<file path="src/rtl/serial_add_ctrl_pkg.sv">
`default_nettype none
// ============================================================================
//  Module   : serial_add_ctrl_pkg
//  Purpose  : Shared definitions for the bit-serial adder controller:
//             default operand width, 2-bit controller state encoding and a
//             helper that sizes the bit-index counter.
//  Ports    : none (package)
//  Revision : 1.0  initial release
// ============================================================================
package serial_add_ctrl_pkg;

    // Default operand width; legal range is 2..32.
    localparam int c_DEFAULT_WIDTH = 8;

    // Controller state encoding.
    localparam int c_STATE_W = 2;
    typedef logic [c_STATE_W-1:0] state_t;

    localparam state_t c_ST_IDLE = 2'd0;  // waiting for start
    localparam state_t c_ST_HA1  = 2'd1;  // a[i] + b[i]      -> p, c1
    localparam state_t c_ST_HA2  = 2'd2;  // p + running carry -> sum[i], c2
    localparam state_t c_ST_DONE = 2'd3;  // result valid, one-cycle pulse

    // Bit-index counter width: ceil(log2(width)), never narrower than 1 bit.
    function automatic int idx_width(input int width);
        return (width <= 2) ? 1 : $clog2(width);
    endfunction

endpackage
`default_nettype wire

</file>
<file path="src/rtl/ha_cell.sv">
`default_nettype none
// ============================================================================
//  Module   : ha_cell
//  Purpose  : Combinational half adder, the single arithmetic cell shared by
//             both phases of every bit of the serial addition.
//  Ports    : x, y  - addend bits
//             s     - sum bit   (x XOR y)
//             c     - carry bit (x AND y)
//  Revision : 1.0  initial release
// ============================================================================
module ha_cell (
    input  logic x,
    input  logic y,
    output logic s,
    output logic c
);

    assign s = x ^ y;
    assign c = x & y;

endmodule
`default_nettype wire

</file>
<file path="src/rtl/serial_add_ctrl.sv">
`default_nettype none
// ============================================================================
//  Module   : serial_add_ctrl
//  Purpose  : Bit-serial adder computing {cout, sum} = a + b + cin, LSB
//             first, with one half-adder cell used twice per bit (HA1 then
//             HA2). One addition takes 2*WIDTH busy cycles plus a DONE cycle.
//  Ports    : clk   - clock, rising edge
//             rst   - asynchronous active-high reset
//             start - begin an addition (sampled in IDLE only)
//             a, b  - operands, latched on the accepting edge
//             cin   - carry-in, latched on the accepting edge
//             busy  - high in HA1/HA2
//             done  - one-cycle pulse when sum/cout are updated
//             sum   - registered result, low WIDTH bits
//             cout  - registered carry-out
//  Revision : 1.0  initial release
// ============================================================================
module serial_add_ctrl
    import serial_add_ctrl_pkg::*;
#(
    parameter int WIDTH = c_DEFAULT_WIDTH
) (
    input  logic             clk,
    input  logic             rst,
    input  logic             start,
    input  logic [WIDTH-1:0] a,
    input  logic [WIDTH-1:0] b,
    input  logic             cin,
    output logic             busy,
    output logic             done,
    output logic [WIDTH-1:0] sum,
    output logic             cout
);

    localparam int                 c_IDX_W    = idx_width(WIDTH);
    localparam logic [c_IDX_W-1:0] c_LAST_IDX = c_IDX_W'(WIDTH - 1);

    // ------------------------------------------------------------------
    // State and datapath registers
    // ------------------------------------------------------------------
    state_t             r_state;
    state_t             w_next_state;

    logic [WIDTH-1:0]   r_a;
    logic [WIDTH-1:0]   r_b;
    logic [WIDTH-1:0]   r_res;      // result shift register, fills MSB-down
    logic [c_IDX_W-1:0] r_idx;
    logic               r_p;        // partial sum from HA1
    logic               r_c1;       // carry from HA1
    logic               r_carry;    // running carry into the current bit
    logic [WIDTH-1:0]   r_sum;
    logic               r_cout;

    // ------------------------------------------------------------------
    // Shared half-adder cell and its input steering
    // ------------------------------------------------------------------
    logic w_x;
    logic w_y;
    logic w_s;
    logic w_c;
    logic w_last;
    logic w_carry_next;

    // HA2 reuses the cell on the stored partial sum and the running carry;
    // every other state presents the current operand bits.
    always_comb begin
        w_x = r_a[r_idx];
        w_y = r_b[r_idx];
        if (r_state == c_ST_HA2) begin
            w_x = r_p;
            w_y = r_carry;
        end
    end

    ha_cell u_ha_cell (
        .x (w_x),
        .y (w_y),
        .s (w_s),
        .c (w_c)
    );

    // At most one of c1/c2 can be set for a bit, so OR forms the full-adder
    // carry out of the two half-adder passes.
    assign w_carry_next = r_c1 | w_c;
    assign w_last       = (r_idx == c_LAST_IDX);

    // ------------------------------------------------------------------
    // Controller: state register
    // ------------------------------------------------------------------
    always_ff @(posedge clk or posedge rst) begin
        if (rst) begin
            r_state <= c_ST_IDLE;
        end else begin
            r_state <= w_next_state;
        end
    end

    // ------------------------------------------------------------------
    // Controller: next-state logic
    // ------------------------------------------------------------------
    always_comb begin
        w_next_state = r_state;
        case (r_state)
            c_ST_IDLE: begin
                if (start) begin
                    w_next_state = c_ST_HA1;
                end
            end
            c_ST_HA1: begin
                w_next_state = c_ST_HA2;
            end
            c_ST_HA2: begin
                w_next_state = w_last ? c_ST_DONE : c_ST_HA1;
            end
            c_ST_DONE: begin
                w_next_state = c_ST_IDLE;
            end
            default: begin
                w_next_state = c_ST_IDLE;
            end
        endcase
    end

    // ------------------------------------------------------------------
    // Datapath
    // ------------------------------------------------------------------
    always_ff @(posedge clk or posedge rst) begin
        if (rst) begin
            r_a     <= '0;
            r_b     <= '0;
            r_res   <= '0;
            r_idx   <= '0;
            r_p     <= 1'b0;
            r_c1    <= 1'b0;
            r_carry <= 1'b0;
            r_sum   <= '0;
            r_cout  <= 1'b0;
        end else begin
            case (r_state)
                c_ST_IDLE: begin
                    if (start) begin
                        r_a     <= a;
                        r_b     <= b;
                        r_carry <= cin;   // carry-in seeds the running carry
                        r_idx   <= '0;
                        r_res   <= '0;
                    end
                end
                c_ST_HA1: begin
                    r_p  <= w_s;
                    r_c1 <= w_c;
                end
                c_ST_HA2: begin
                    // LSB-first: each new bit enters at the top, so after
                    // WIDTH shifts bit 0 sits at position 0.
                    r_res   <= {w_s, r_res[WIDTH-1:1]};
                    r_carry <= w_carry_next;
                    if (w_last) begin
                        // Publish on the edge that enters DONE.
                        r_sum  <= {w_s, r_res[WIDTH-1:1]};
                        r_cout <= w_carry_next;
                    end else begin
                        r_idx <= r_idx + 1'b1;
                    end
                end
                default: begin
                    // DONE: hold everything; start is ignored here.
                end
            endcase
        end
    end

    // ------------------------------------------------------------------
    // Outputs
    // ------------------------------------------------------------------
    assign busy = (r_state == c_ST_HA1) || (r_state == c_ST_HA2);
    assign done = (r_state == c_ST_DONE);
    assign sum  = r_sum;
    assign cout = r_cout;

endmodule
`default_nettype wire

</file>
<file path="config.mk">
export PLATFORM = sky130hd
export DESIGN_NAME = serial_add_ctrl
export DESIGN_NICKNAME = d
export VERILOG_FILES = /design/src/rtl/serial_add_ctrl_pkg.sv /design/src/rtl/ha_cell.sv /design/src/rtl/serial_add_ctrl.sv
export SDC_FILE = /design/constraint.sdc
export NUM_CORES = 1
export LEC_CHECK = 0
export CORE_ASPECT_RATIO = 1.75
export CORE_MARGIN = 1
export CORE_UTILIZATION = 30
export DETAILED_ROUTE_END_ITERATION = 7
export GPL_TIMING_DRIVEN = 0
export HOLD_SLACK_MARGIN = 0.12
export PLACE_DENSITY = 0.49
export REMOVE_ABC_BUFFERS = 1
export SYNTH_ARGS = -nofsm -noshare
export SYNTH_HDL_FRONTEND = slang
export SYNTH_HIERARCHICAL = 1
export SYNTH_SLANG_ARGS = --single-unit
</file>
<file path="constraint.sdc">
create_clock -name clk -period 2.6 [get_ports clk]
set_clock_uncertainty 0.15 [all_clocks]
set_input_delay 0.26 -clock clk [delete_from_list [all_inputs] [get_ports clk]]
set_output_delay 0.26 -clock clk [all_outputs]
set_load 0.1 [all_outputs]
</file>
== Yosys cells after proc, flatten, opt, wreduce, memory -nomap -nowiden ==
Index checks and enable logic that the tools add are counted.
Word-level totals
  register bits after elaboration: 41
  input bits: 20
  output and inout bits: 11
Operators by class
  multiplexer cells: 16
  $add $sub $neg: 1
  eq/ne operators: 6
  reduce and logical (&&, ||, !) cells: 7
  $lt $le $gt $ge: 1
  bitwise gates (word level): 3
Operator list (count)
  $pmux 8 s2: 1
  $mux 8: 1
  $pmux 2 s4: 1
  $bmux 1 s3: 2
  $mux 3: 2
  $pmux 3 s2: 1
  $reduce_and 2->1: 3
  $mux 1: 5
  $eq 2x2->1 const B: 2
  $lt 3x4->1 const B: 1
  $mux 2: 2
  $ne 2x2->1 const B: 2
  $add 3x1->3 const B: 1
  $eq 3x3->1 const B: 1
  $reduce_and 3->1: 1
  $eq 2x1->1 const B: 1
  $logic_not 2->1: 1
  $pmux 1 s2: 1
  $reduce_bool 2->1: 1
  $and 1x1->1: 1
  $logic_or 1x1->1: 1
  $or 1x1->1: 1
  $xor 1x1->1: 1

== Logic depth before layout (Yosys ltp) ==
  depth after elaboration: 6
  mapped depth: 8
  mapped depth without buffers: 7

== By module ==
The synthesis kept the hierarchy.
Modules (own cells, without submodules)
  serial_add_ctrl: area an instance 1774.2 um2, instances 1, seq. area each 1001.0 um2, cells an instance 127
  ha_cell: area an instance 12.5 um2, instances 1, seq. area each 0.0 um2, cells an instance 1

== Least setup slack after synthesis ==
No wires, ideal clock.
  kind: flip-flop to flip-flop
  start point: reg r_idx[0]
  end point: reg r_p
  cell stages (with the launch flop): 7
  data required time: 2.325 ns
  path slack: 0.592 ns
  library setup time: 0.125 ns
  path buffers: 1
  data arrival time: 1.733 ns
  cell sequence: dfrtp_1 -> buf_6 -> mux2i_1 -> mux4_2 -> o21ai_1 -> ha_1 -> mux2_2
Between the ends
  word-level cells in the longest chain between the ends: 4
  elaborated cells on any way between the ends: 7
  those cells by class: mux: 6; bitwise: 1
Ends and longest elaborated chain
  start, declared: RTL line serial_add_ctrl.sv:47  | logic [c_IDX_W-1:0] r_idx;
  start signal, assigned: RTL line serial_add_ctrl.sv:163  | r_idx <= r_idx + 1'b1;
  $bmux 1 s3: RTL line serial_add_ctrl.sv:68  | w_y = r_b[r_idx];
  $mux 1 (implied by the code): RTL line serial_add_ctrl.sv:68
  $mux 1: RTL line serial_add_ctrl.sv:69  | if (r_state == c_ST_HA2) begin
  named net w_y: RTL line serial_add_ctrl.sv:58  | logic w_y;
  $xor 1x1->1: RTL line ha_cell.sv:18  | assign s = x ^ y;
  named net w_s: RTL line serial_add_ctrl.sv:59  | logic w_s;
  end signal, assigned: RTL line serial_add_ctrl.sv:150  | r_p <= w_s;
  end, declared: RTL line serial_add_ctrl.sv:48  | logic r_p;
The timed path passes the listed nets, and every way through them passes these cells. The select of a mux whose other input is x is not followed.
A chain may end at the register's enable or synchronous reset.

== Worst setup path after layout ==
  start point: reg r_state[0]
  end point: out done
Between the ends
  word-level cells in the longest chain between the ends: 1
Ends and longest elaborated chain
  start, declared: RTL line serial_add_ctrl.sv:41  | state_t r_state;
  start signal, assigned: RTL line serial_add_ctrl.sv:92  | r_state <= c_ST_IDLE;
  start signal, assigned: RTL line serial_add_ctrl.sv:94  | r_state <= w_next_state;
  $eq 2x2->1: RTL line serial_add_ctrl.sv:177  | assign done = (r_state == c_ST_DONE);
  end, declared: RTL line serial_add_ctrl.sv:30  | output logic done,
No other way between the ends.

==> summary.md <==
| Metric | Value |
|---|---|
| Unrepaired setup endpoints after global routing | false |
| Grt ovf | 0 |
| Overall die height | 104 µm |
| Critical Path End Type | primary output |
| Clock buffer depth | 2 |
| Initial core utilization | 31.7% |
| Syn Std Cell Area | 1790 µm² |
| Fill cells | 566 |
| DRC | 0 |
| Critical Path RT | 2190 ps |
| Vias in the first global route | 1282 |
| CTS root buf | clkbuf_8 |
| Clock Latency Late Sink | 290 ps |
| Actual slew at the worst max-slew pin | 969 ps |
| Largest net degree at the start of global routing | 41 |
| Outcome | finished clean |
| TritonCTS buffer count | 5 |
| Vias per cell | 4.77 |
| Detailed-route via count | 1122 |
| Peak supply drop | 455 µV |
| Distinct cell type count after synthesis | 24 |
| Postcts setup bufs | 0 |
| Share of layout cells above drive strength 1 | 24.5% |
| Layout Cells excl Fill | 235 |
| CTS Hold Bufs | 0 |
| Reg clk slew, reported paths | 80 ps |
| LEAKAGE | 1.00 nW |
| Crit path time final | 2410 ps |
| Commonest cells post-synth | 40 x dfrtp_1, 26 x mux2_2, 11 x a22o_1 |
| Wire per inst | 13.5 µm |
| TritonRoute pass-1 iters | 4 |
| Busiest grt layer | met2 |
| GPL Wtd Cong | 0.685 |
| Die footprint | 6280 µm² |
| Top Ports | 31 |
| Fin crit share | 92.8% |
| GRT Resource Usage Total | 12.0% |
| Dominant cell type by area after synthesis | dfrtp_1 |
| Worst Path Class, Setup | flip-flop to primary output |
| CP startpoint kind | flip-flop |
| Slew Viols, Final | 0 |
| Final setup fails | 0 |
| Average size of a mapped cell | 14.0 µm² |
| CTS Sinks | 40 |
| Met3 global-route usage | 3.36% |
| Crit-path max FO | 5 |
| Critical path data arrival time | 2000 ps |
| Register area share after synthesis | 56.0% |
| Primary FF master, synth | dfrtp_1 |
| Initial antenna violation count | 0 |
| Multi-input logic area | 731 µm² |
| Row count | 36 |
| Routed wire length | 3170 µm |
| Core Region | 5630 µm² |
| GRT met2 Usage | 22.4% |
| Count leader, synth | dfrtp_1 |
| Max-cap violations | 0 |
| Fin nets | 185 |
| Hold Vio Cnt, Final | 0 |
| Post-synthesis cell count | 128 |
| EDFF count, synth | 0 |
| H-Tree Depth | 2 |
| Area growth syn-to-layout | 24.7% |
| Setup TNS | 0 ps |
| Met1 global-route usage | 11.7% |
| Post-DRT Antenna Nets | 0 |
| Dpl hpwl | 2320 µm |
| Seq cells post-synth | 40 |
| Diodes inserted | 0 |
| Fmax | 0.414 GHz |
| Asr flop ratio synth | 100% |
| Slew margin rel. | 35.2% |
| Die Width | 60.3 µm |
| Placed insts | 227 |
| First-pass GRT wire length | 5710 µm |
| Pwr per Cell Area | 1100 nW/µm² |
| First DRT Iteration DRCs | 13 |
| Ys Warns | 6 |
| Top cells by area, synth | dfrtp_1 56%, mux2_2 16%, a22o_1 5.4% |
| Port bufs | 30 |
| Clock tree from TritonCTS | yes |
| Register area | 1000 µm² |
| Yosys top cell area share | 56.0% |
| Hold crit path type | primary input to async pin |
## cell type report
type	count	area share, %
Timing Repair Buffer	30	13.4
Sequential cell	40	44.9
Clock inverter	3	0.842
Multi-Input combinational cell	77	32.8
Clock buffer	5	3.09
Tap cell	76	4.27
Inverter	4	0.674
## worst max-delay path, stage by stage (launching register included)
cell	delay, ps
dfrtp_1	420
ha_1	170
clkdlybuf4s50_1	1120
## worst paths after layout
| path | slack [ps] | end | cells past startpoint | start |
|---|---|---|---|---|
| max in group asynchronous | 1450 | r_b[0] | 2 | rst |
| worst min register to register | 360 | sum[0] | 1 | sum[0] |
| min in group clk | 360 | sum[0] | 1 | sum[0] |
| worst max-delay path | 190 | done | 2 | r_state[0] |
| worst max register to register | 310 | r_p | 5 | r_idx[0] |
| worst min-delay path | 310 | sum[6] | 2 | rst |
## placed cells by master (no fill, tap or decap), types with 2 or more instances in the layout
cell type / instances
o21ai_1: 3
clkdlybuf4s50_1: 29
mux4_2: 2
nor2_1: 2
ha_1: 7
mux2i_1: 8
inv_1: 3
mux2_2: 26
nor2b_1: 2
clkbuf_8: 5
nand2_1: 6
clkinv_2: 2
dfrtp_1: 40
a22o_1: 11
## what timing repair did
item,CTS,global route
hold endpoints to repair,0,0
setup endpoints to repair,1,3
cloned,0,0
resized for setup,1,1
## registers in the layout, summed over array words and instances (netlist names)
signal / count
r_a: 8
r_b: 8
sum: 8
r_res: 7
r_idx: 3
r_state: 2
cout: 1
r_c1: 1
r_carry: 1
r_p: 1
## where the power goes
part | switching [mW] | internal (mW)
logic | 0.563 | 0.488
clock network | 0.212 | 0.187
registers | 0.166 | 0.840
## cells by family after synthesis
group | Yosys count | share of synthesized area [%]
flops | 40 | 56.0
mux | 36 | 23.4
compound gates | 21 | 9.24
simple gates | 13 | 3.36
buf+inv | 11 | 3.08
fa+ha+maj | 7 | 4.90
## metal layers
metal	routed length, µm	part of all wire (%)
met1	1190	37
met2	1830	58
met3	102	3.2
met4	56	1.8
met5	0	0
## per-stage QoR
stage          util [%]  total power [mW]  hold slack (ps)  instance area, µm²  setup WS [ps]
2_1_floorplan         -              1.84              261                1750            522
3_3_place_gp       38.0              2.08              320                2140            102
3_5_place_dp       38.0              2.11              343                2140           45.7
4_1_cts            39.6              2.51              342                2230           46.3
5_1_grt            39.6              2.66              372                2230            114
6_report           39.6              2.46              314                2230            187
(Power assumes the default switching activity.)
